==> config.mk <==
export PLATFORM = sky130hd
export DESIGN_NAME = fifo_burst_reader_flat
export DESIGN_NICKNAME = d
export VERILOG_FILES = /design/src/rtl/fifo_pkg.sv /design/src/rtl/fifo_burst_reader_if.sv /design/src/rtl/fifo_skid2.sv /design/src/rtl/fifo_burst_reader.sv /design/src/flat_wrapper.sv
export SDC_FILE = /design/constraint.sdc
export NUM_CORES = 1
export LEC_CHECK = 0
export CORE_MARGIN = 2
export CORE_UTILIZATION = 50
export CTS_BUF_LIST = sky130_fd_sc_hd__clkbuf_2 sky130_fd_sc_hd__clkbuf_4 sky130_fd_sc_hd__clkbuf_8
export CTS_CLUSTER_DIAMETER = 120
export DETAILED_ROUTE_END_ITERATION = 7
export PLACE_DENSITY = 0.77
export SYNTH_ARGS = -nofsm -noshare
export SYNTH_HDL_FRONTEND = slang
export SYNTH_SLANG_ARGS = --single-unit
==> constraint.sdc <==
create_clock -name clk -period 3.6 [get_ports clk]
set_input_delay 1.08 -clock clk [delete_from_list [all_inputs] [get_ports clk]]
set_output_delay 1.08 -clock clk [all_outputs]
set_load 0.01 [all_outputs]
==> src/rtl/fifo_pkg.sv <==
// rtl/fifo_pkg.sv - shared state encoding and read-admission helper for the burst reader
package fifo_pkg;

   typedef enum logic [1:0] {
      IDLE  = 2'd0,
      RUN   = 2'd1,
      DRAIN = 2'd2
   } rd_state_t;

   // A new read may issue only if the word it returns will have a slot in the
   // 2-entry output buffer: buffered words plus the word already in flight,
   // minus the word leaving this cycle, must stay below two.
   function automatic logic room_for_read(input logic [1:0] occ,
                                          input logic       inflight,
                                          input logic       pop);
      logic [2:0] pending;
      pending = {1'b0, occ} + {2'b00, inflight} - {2'b00, pop};
      return pending < 3'd2;
   endfunction

endpackage

==> src/rtl/fifo_burst_reader_if.sv <==
// rtl/fifo_burst_reader_if.sv - control, upstream FIFO and output stream signals of the burst reader
interface fifo_burst_reader_if #(
   parameter int DATA_WIDTH = 8,
   parameter int LEN_W      = 8
);
   logic                  start;
   logic [LEN_W-1:0]      len;
   logic                  busy;
   logic                  done;
   logic                  fifo_rd_en;
   logic                  fifo_empty;
   logic [DATA_WIDTH-1:0] fifo_data;
   logic                  m_valid;
   logic                  m_ready;
   logic [DATA_WIDTH-1:0] m_data;
   logic                  m_last;

   // Reader side: consumes commands and FIFO data, produces the stream.
   modport master (
      input  start, len, fifo_empty, fifo_data, m_ready,
      output busy, done, fifo_rd_en, m_valid, m_data, m_last
   );

   // Environment side: issues commands, models the FIFO, sinks the stream.
   modport slave (
      output start, len, fifo_empty, fifo_data, m_ready,
      input  busy, done, fifo_rd_en, m_valid, m_data, m_last
   );
endinterface

==> src/rtl/fifo_skid2.sv <==
// rtl/fifo_skid2.sv - two-entry ordered output buffer with valid/ready and occupancy
module fifo_skid2 #(
   parameter int DATA_WIDTH = 8
) (
   input  logic                  clk,
   input  logic                  rst,
   input  logic                  in_valid,
   input  logic [DATA_WIDTH-1:0] in_data,
   output logic                  out_valid,
   input  logic                  out_ready,
   output logic [DATA_WIDTH-1:0] out_data,
   output logic [1:0]            occ
);
   logic [DATA_WIDTH-1:0] head_q;
   logic [DATA_WIDTH-1:0] tail_q;
   logic                  pop;

   assign out_valid = (occ != 2'd0);
   assign pop       = out_valid && out_ready;
   assign out_data  = head_q;

   // Head always holds the oldest word; tail backs it up when two are buffered.
   always_ff @(posedge clk or posedge rst) begin
      if (rst) begin
         occ    <= 2'd0;
         head_q <= '0;
         tail_q <= '0;
      end else begin
         case ({in_valid, pop})
            2'b10: begin
               if (occ == 2'd0) begin
                  head_q <= in_data;
                  occ    <= 2'd1;
               end else if (occ == 2'd1) begin
                  tail_q <= in_data;
                  occ    <= 2'd2;
               end
            end
            2'b01: begin
               head_q <= tail_q;
               occ    <= occ - 2'd1;
            end
            2'b11: begin
               if (occ == 2'd1) begin
                  head_q <= in_data;
               end else begin
                  head_q <= tail_q;
                  tail_q <= in_data;
               end
            end
            default: ;
         endcase
      end
   end
endmodule

==> src/rtl/fifo_burst_reader.sv <==
// rtl/fifo_burst_reader.sv - reads a counted burst from a FIFO and replays it as a stream
module fifo_burst_reader #(
   parameter int DATA_WIDTH = 8,
   parameter int LEN_W      = 8
) (
   input logic                 clk,
   input logic                 rst,
   fifo_burst_reader_if.master bus
);
   import fifo_pkg::*;

   rd_state_t             state;
   logic [LEN_W-1:0]      issue_rem;
   logic [LEN_W-1:0]      send_rem;
   logic                  inflight;
   logic                  done_q;
   logic [1:0]            occ;
   logic                  out_valid;
   logic [DATA_WIDTH-1:0] out_data;
   logic                  pop;
   logic                  rd_en;

   assign pop   = out_valid && bus.m_ready;
   assign rd_en = (state == RUN) && (issue_rem != '0) && !bus.fifo_empty
                  && room_for_read(occ, inflight, pop);

   // The FIFO returns data one cycle after the read, so inflight doubles as the push strobe.
   fifo_skid2 #(
      .DATA_WIDTH(DATA_WIDTH)
   ) u_skid (
      .clk       (clk),
      .rst       (rst),
      .in_valid  (inflight),
      .in_data   (bus.fifo_data),
      .out_valid (out_valid),
      .out_ready (bus.m_ready),
      .out_data  (out_data),
      .occ       (occ)
   );

   assign bus.fifo_rd_en = rd_en;
   assign bus.m_valid    = out_valid;
   assign bus.m_data     = out_data;
   assign bus.m_last     = out_valid && (send_rem == LEN_W'(1));
   assign bus.busy       = (state != IDLE);
   assign bus.done       = done_q;

   // Burst sequencing: count reads issued and words delivered, pulse done at the end.
   always_ff @(posedge clk or posedge rst) begin
      if (rst) begin
         state     <= IDLE;
         issue_rem <= '0;
         send_rem  <= '0;
         inflight  <= 1'b0;
         done_q    <= 1'b0;
      end else begin
         done_q   <= 1'b0;
         inflight <= rd_en;
         case (state)
            IDLE: begin
               if (bus.start) begin
                  if (bus.len != '0) begin
                     state     <= RUN;
                     issue_rem <= bus.len;
                     send_rem  <= bus.len;
                  end else begin
                     done_q <= 1'b1;
                  end
               end
            end
            RUN: begin
               if (rd_en) begin
                  issue_rem <= issue_rem - LEN_W'(1);
                  if (issue_rem == LEN_W'(1)) state <= DRAIN;
               end
               if (pop && send_rem != '0) send_rem <= send_rem - LEN_W'(1);
            end
            DRAIN: begin
               if (pop && send_rem != '0) begin
                  send_rem <= send_rem - LEN_W'(1);
                  if (send_rem == LEN_W'(1)) begin
                     state  <= IDLE;
                     done_q <= 1'b1;
                  end
               end
            end
            default: state <= IDLE;
         endcase
      end
   end
endmodule

==> src/flat_wrapper.sv <==
// flat-port wrapper written by rule: the top's interface ports become plain ports
module fifo_burst_reader_flat import fifo_pkg::*;
#(
   parameter int DATA_WIDTH = 8,
   parameter int LEN_W      = 8
)
  (clk, rst, bus_start, bus_len, bus_fifo_empty, bus_fifo_data, bus_m_ready, bus_busy, bus_done, bus_fifo_rd_en, bus_m_valid, bus_m_data, bus_m_last);
  fifo_burst_reader_if #(.DATA_WIDTH(DATA_WIDTH), .LEN_W(LEN_W)) bus_i ();
  input logic clk;
  input logic rst;
  input wire logic [$bits(bus_i.start)-1:0] bus_start;
  input wire logic [$bits(bus_i.len)-1:0] bus_len;
  input wire logic [$bits(bus_i.fifo_empty)-1:0] bus_fifo_empty;
  input wire logic [$bits(bus_i.fifo_data)-1:0] bus_fifo_data;
  input wire logic [$bits(bus_i.m_ready)-1:0] bus_m_ready;
  output wire logic [$bits(bus_i.busy)-1:0] bus_busy;
  output wire logic [$bits(bus_i.done)-1:0] bus_done;
  output wire logic [$bits(bus_i.fifo_rd_en)-1:0] bus_fifo_rd_en;
  output wire logic [$bits(bus_i.m_valid)-1:0] bus_m_valid;
  output wire logic [$bits(bus_i.m_data)-1:0] bus_m_data;
  output wire logic [$bits(bus_i.m_last)-1:0] bus_m_last;
  assign bus_i.start = bus_start;
  assign bus_i.len = bus_len;
  assign bus_i.fifo_empty = bus_fifo_empty;
  assign bus_i.fifo_data = bus_fifo_data;
  assign bus_i.m_ready = bus_m_ready;
  assign bus_busy = bus_i.busy;
  assign bus_done = bus_i.done;
  assign bus_fifo_rd_en = bus_i.fifo_rd_en;
  assign bus_m_valid = bus_i.m_valid;
  assign bus_m_data = bus_i.m_data;
  assign bus_m_last = bus_i.m_last;
  fifo_burst_reader #(.DATA_WIDTH(DATA_WIDTH), .LEN_W(LEN_W)) u_core (.clk(clk), .rst(rst), .bus(bus_i));
endmodule
==> results.yml <==
outcome:
  status: "finished with violations"
  violations: "negative setup slack"
sta:
  max_freq_mhz: 271
  worst_pin_slew_ns: 0.594
  slew_headroom_pct: 60.4
  report.final.hold_viol_count: 0
  finalCritPeriodShare_pct: 103
  fin_ws_ns: -0.0945
  rsz0062_at_grt: "true"
  final_max_slew_viol_count: 0
  period_minus_slack_ns: 3.69
  setup_viol: 1
  holdWs_ns: 0.485
  skew_ns: 0.00888
synth:
  async_flop_share_pct: 100
  synth_area_per_cell_um2: 9.03
  ys_seq_elements: 38
  ys_types: 54
  synth_nets: 307
  ys_top_cells_by_area: "dfrtp_1, ha_1, o21ai_0, mux2_2, nand2_1"
  syn_inst: 271
  yosysWarnings: 0
  ys_seq_area_share_pct: 38.9
  synth_ff_type: "dfrtp_1"
  synth_area_um2: 2450
  synth_top_cell_area_share_pct: 38.9
  synth-edff-count: 0
  synth_top_area_cell: "dfrtp_1"
worst_setup_path:
  worstPathCellList: "buf_6, nor2b_4, ha_4, nand2b_4, fa_2, nand4b_1, nor2_2, buf_2"
  crit_start: "bus_m_ready"
  r2r_end: "u_core.state[0]"
  cp_data_required_time_ns: 2.52
  r2r_slack_ns: 0.51
  cp-start-kind: "input port"
  critPathSlowestCell: "fa_2"
  slowest_delay_ns: 0.51
  r2r_start: "u_core.u_skid.occ[1]"
  worstSetupPathType: "input port to output pin"
  cp-end-kind: "output pin"
  rr_worst_depth: 11
  path_max_fanout: 2
  crit_arrival_ns: 2.61
  endpoint: "bus_fifo_rd_en"
grt:
  grt_pass1_vias: 2109
  grt.total_usage_pct: 23.3
  grt_pass1_wl_mm: 9.78
  grt-ovfl-total: 0
  grt_max_degree: 39
  antenna_found_initial: 0
route:
  drtPass1Iterations: 4
  route.detailed.drc: 0
  drt-vias-per-instance: 5.81
  wire_per_inst_um: 15.2
  wl_mm: 5.89
  drt_iter0_drc: 210
  vias: 2250
  final_antenna_net_count: 0
place:
  post-dp-hpwl_mm: 4.21
  dp_worst_setup_slack_ns: -0.992
  gp_congestion: 0.920
  port_buffers: 33
clock_network:
  clk_pin_slew_ns: 0.08
  cts_sinks: 38
  clk_latency_ns: 0.29
  cts_made_buffers: 5
  h-tree-depth: 2
  root_buffer: "clkbuf_8"
  cts_tree: "built"
  cts_buffer_depth: 2
final_layout:
  regArea_um2: 951
  post-route-util_pct: 66.0
  final_common_cell: "dfrtp_1"
  multi_input_area_um2: 1410
  layout_common_cells: "dfrtp_1, clkdlybuf4s50_1, nand2_1, o21ai_0, buf_4"
  fillerInstances: 376
  diodes: 0
  syn2layout_area_growth_pct: 27.4
  fin_nets: 355
  drive_gt1_share_pct: 15.9
floorplanning:
  initial_utilization_pct: 51.8
  die_x_um: 74.0
  io_pins: 34
  coreArea_um2: 4720
  num_rows: 25
  die_height_um: 74.0
  dieArea_um2: 5470
run:
  cap_violations: 0
power:
  p_leak_nw: 1.32
  powerDensity_nw_per_um2: 849
  max-vdd-ir-drop_mv: 0.326
worst_hold_path:
  hold_class: "register to register"
## metal layers
| layer | track usage (%) | wire length (um) | vias to the layer above |
|---|---|---|---|
| li1 | - | - | 1103 |
| met5 | 0 | 0 | - |
| met3 | 3.25 | 280 | 10 |
| met1 | 30.6 | 2570 | 1064 |
| met2 | 39.0 | 2900 | 73 |
| met4 | 9.09 | 140 | 0 |
## critical path, delay by kind of cell
kind	cells	cell delay [ns]
adder cells (fa/ha/maj)	2	0.72
buffers and inverters	2	0.21
AND/OR/NAND/NOR	4	0.60
## per-stage QoR
| step | cell area [um2] | power (mW) | std cells | TNS [ns] |
|---|---|---|---|---|
| 6_report | 3120 | 2.65 | 387 | -0.0945 |
| 4_1_cts | 3110 | 2.63 | 386 | -0.162 |
| 2_1_floorplan | 2460 | 1.71 | 271 | 0 |
| 3_5_place_dp | 2940 | 2.17 | 376 | -3.16 |
| 5_1_grt | 3120 | 2.87 | 387 | -0.149 |
| 3_3_place_gp | 2940 | 2.13 | 376 | -2.43 |
## layout make-up
class / instances / share of cell area (%)
Multi-Input combinational cell: 204 / 45.2
Tap cell: 67 / 2.69
Inverter: 18 / 2.17
Sequential cell: 38 / 30.5
Timing Repair Buffer: 52 / 15.1
Clock buffer: 5 / 2.21
Clock inverter: 3 / 2.21
## state kept, by name, summed over array words and instances (netlist names)
name,count
u_core.u_skid.tail_q,8
u_core.bus.done,1
u_core.issue_rem,8
u_core.u_skid.occ,2
u_core.send_rem,8
u_core.u_skid.out_data,8
u_core.state,2
u_core.inflight,1
## cell families (layout without fill, tap and decap cells)
family | Yosys count | after routing | synth area share, %
xor gates and xnor gates | 1 | 1 | 0.358
DFF | 38 | 38 | 38.9
adders and majority gates | 15 | 15 | 7.98
and+or+nand+nor | 96 | 96 | 20.4
muxes | 10 | 10 | 4.55
AOI/OAI and AO/OA | 82 | 82 | 22.9
buffers and inverters | 29 | 78 | 4.96
## how the worst min path moves through the flow
| stage | startpoint | end | slack (ns) | depth (start not counted) |
|---|---|---|---|---|
| after floorplan | u_core.u_skid.tail_q[0] | u_core.u_skid.tail_q[0] | 0.48 | 1 |
| after global placement | u_core.u_skid.out_data[0] | u_core.u_skid.out_data[0] | 0.47 | 2 |
| after detailed placement | u_core.u_skid.out_data[5] | u_core.u_skid.out_data[5] | 0.47 | 2 |
| after CTS | u_core.u_skid.out_data[5] | u_core.u_skid.out_data[5] | 0.49 | 2 |
| after global routing | u_core.u_skid.tail_q[3] | u_core.u_skid.tail_q[3] | 0.52 | 1 |
| final | u_core.u_skid.out_data[5] | u_core.u_skid.out_data[5] | 0.48 | 2 |
## power breakdown
part	switching [mW]	internal (mW)
registers	0.177	0.622
logic	0.756	0.654
clock network	0.161	0.278
total	1.09	1.55
## cell usage after synthesis, drive strengths merged (3+ instances only)
library cell / number
nor3: 10
o22ai: 3
a22oi: 8
a31oi: 5
ha: 14
nor2: 19
nand2: 25
buf: 3
a41oi: 4
inv: 18
dfrtp: 38
clkbuf: 8
nand4: 4
o21ai: 24
a21oi: 14
and3: 7
nand3: 12
a2bb2oi: 6
mux2: 9
nor4: 3
or4: 3
## repair_timing
item	CTS	global route
setup endpoints to repair	3	1
resized for setup	12	0
buffers inserted	2	1
pin swaps	5	5
hold buffers	0	0
endpoints found under the hold margin	0	0
(Power assumes the default switching activity.)
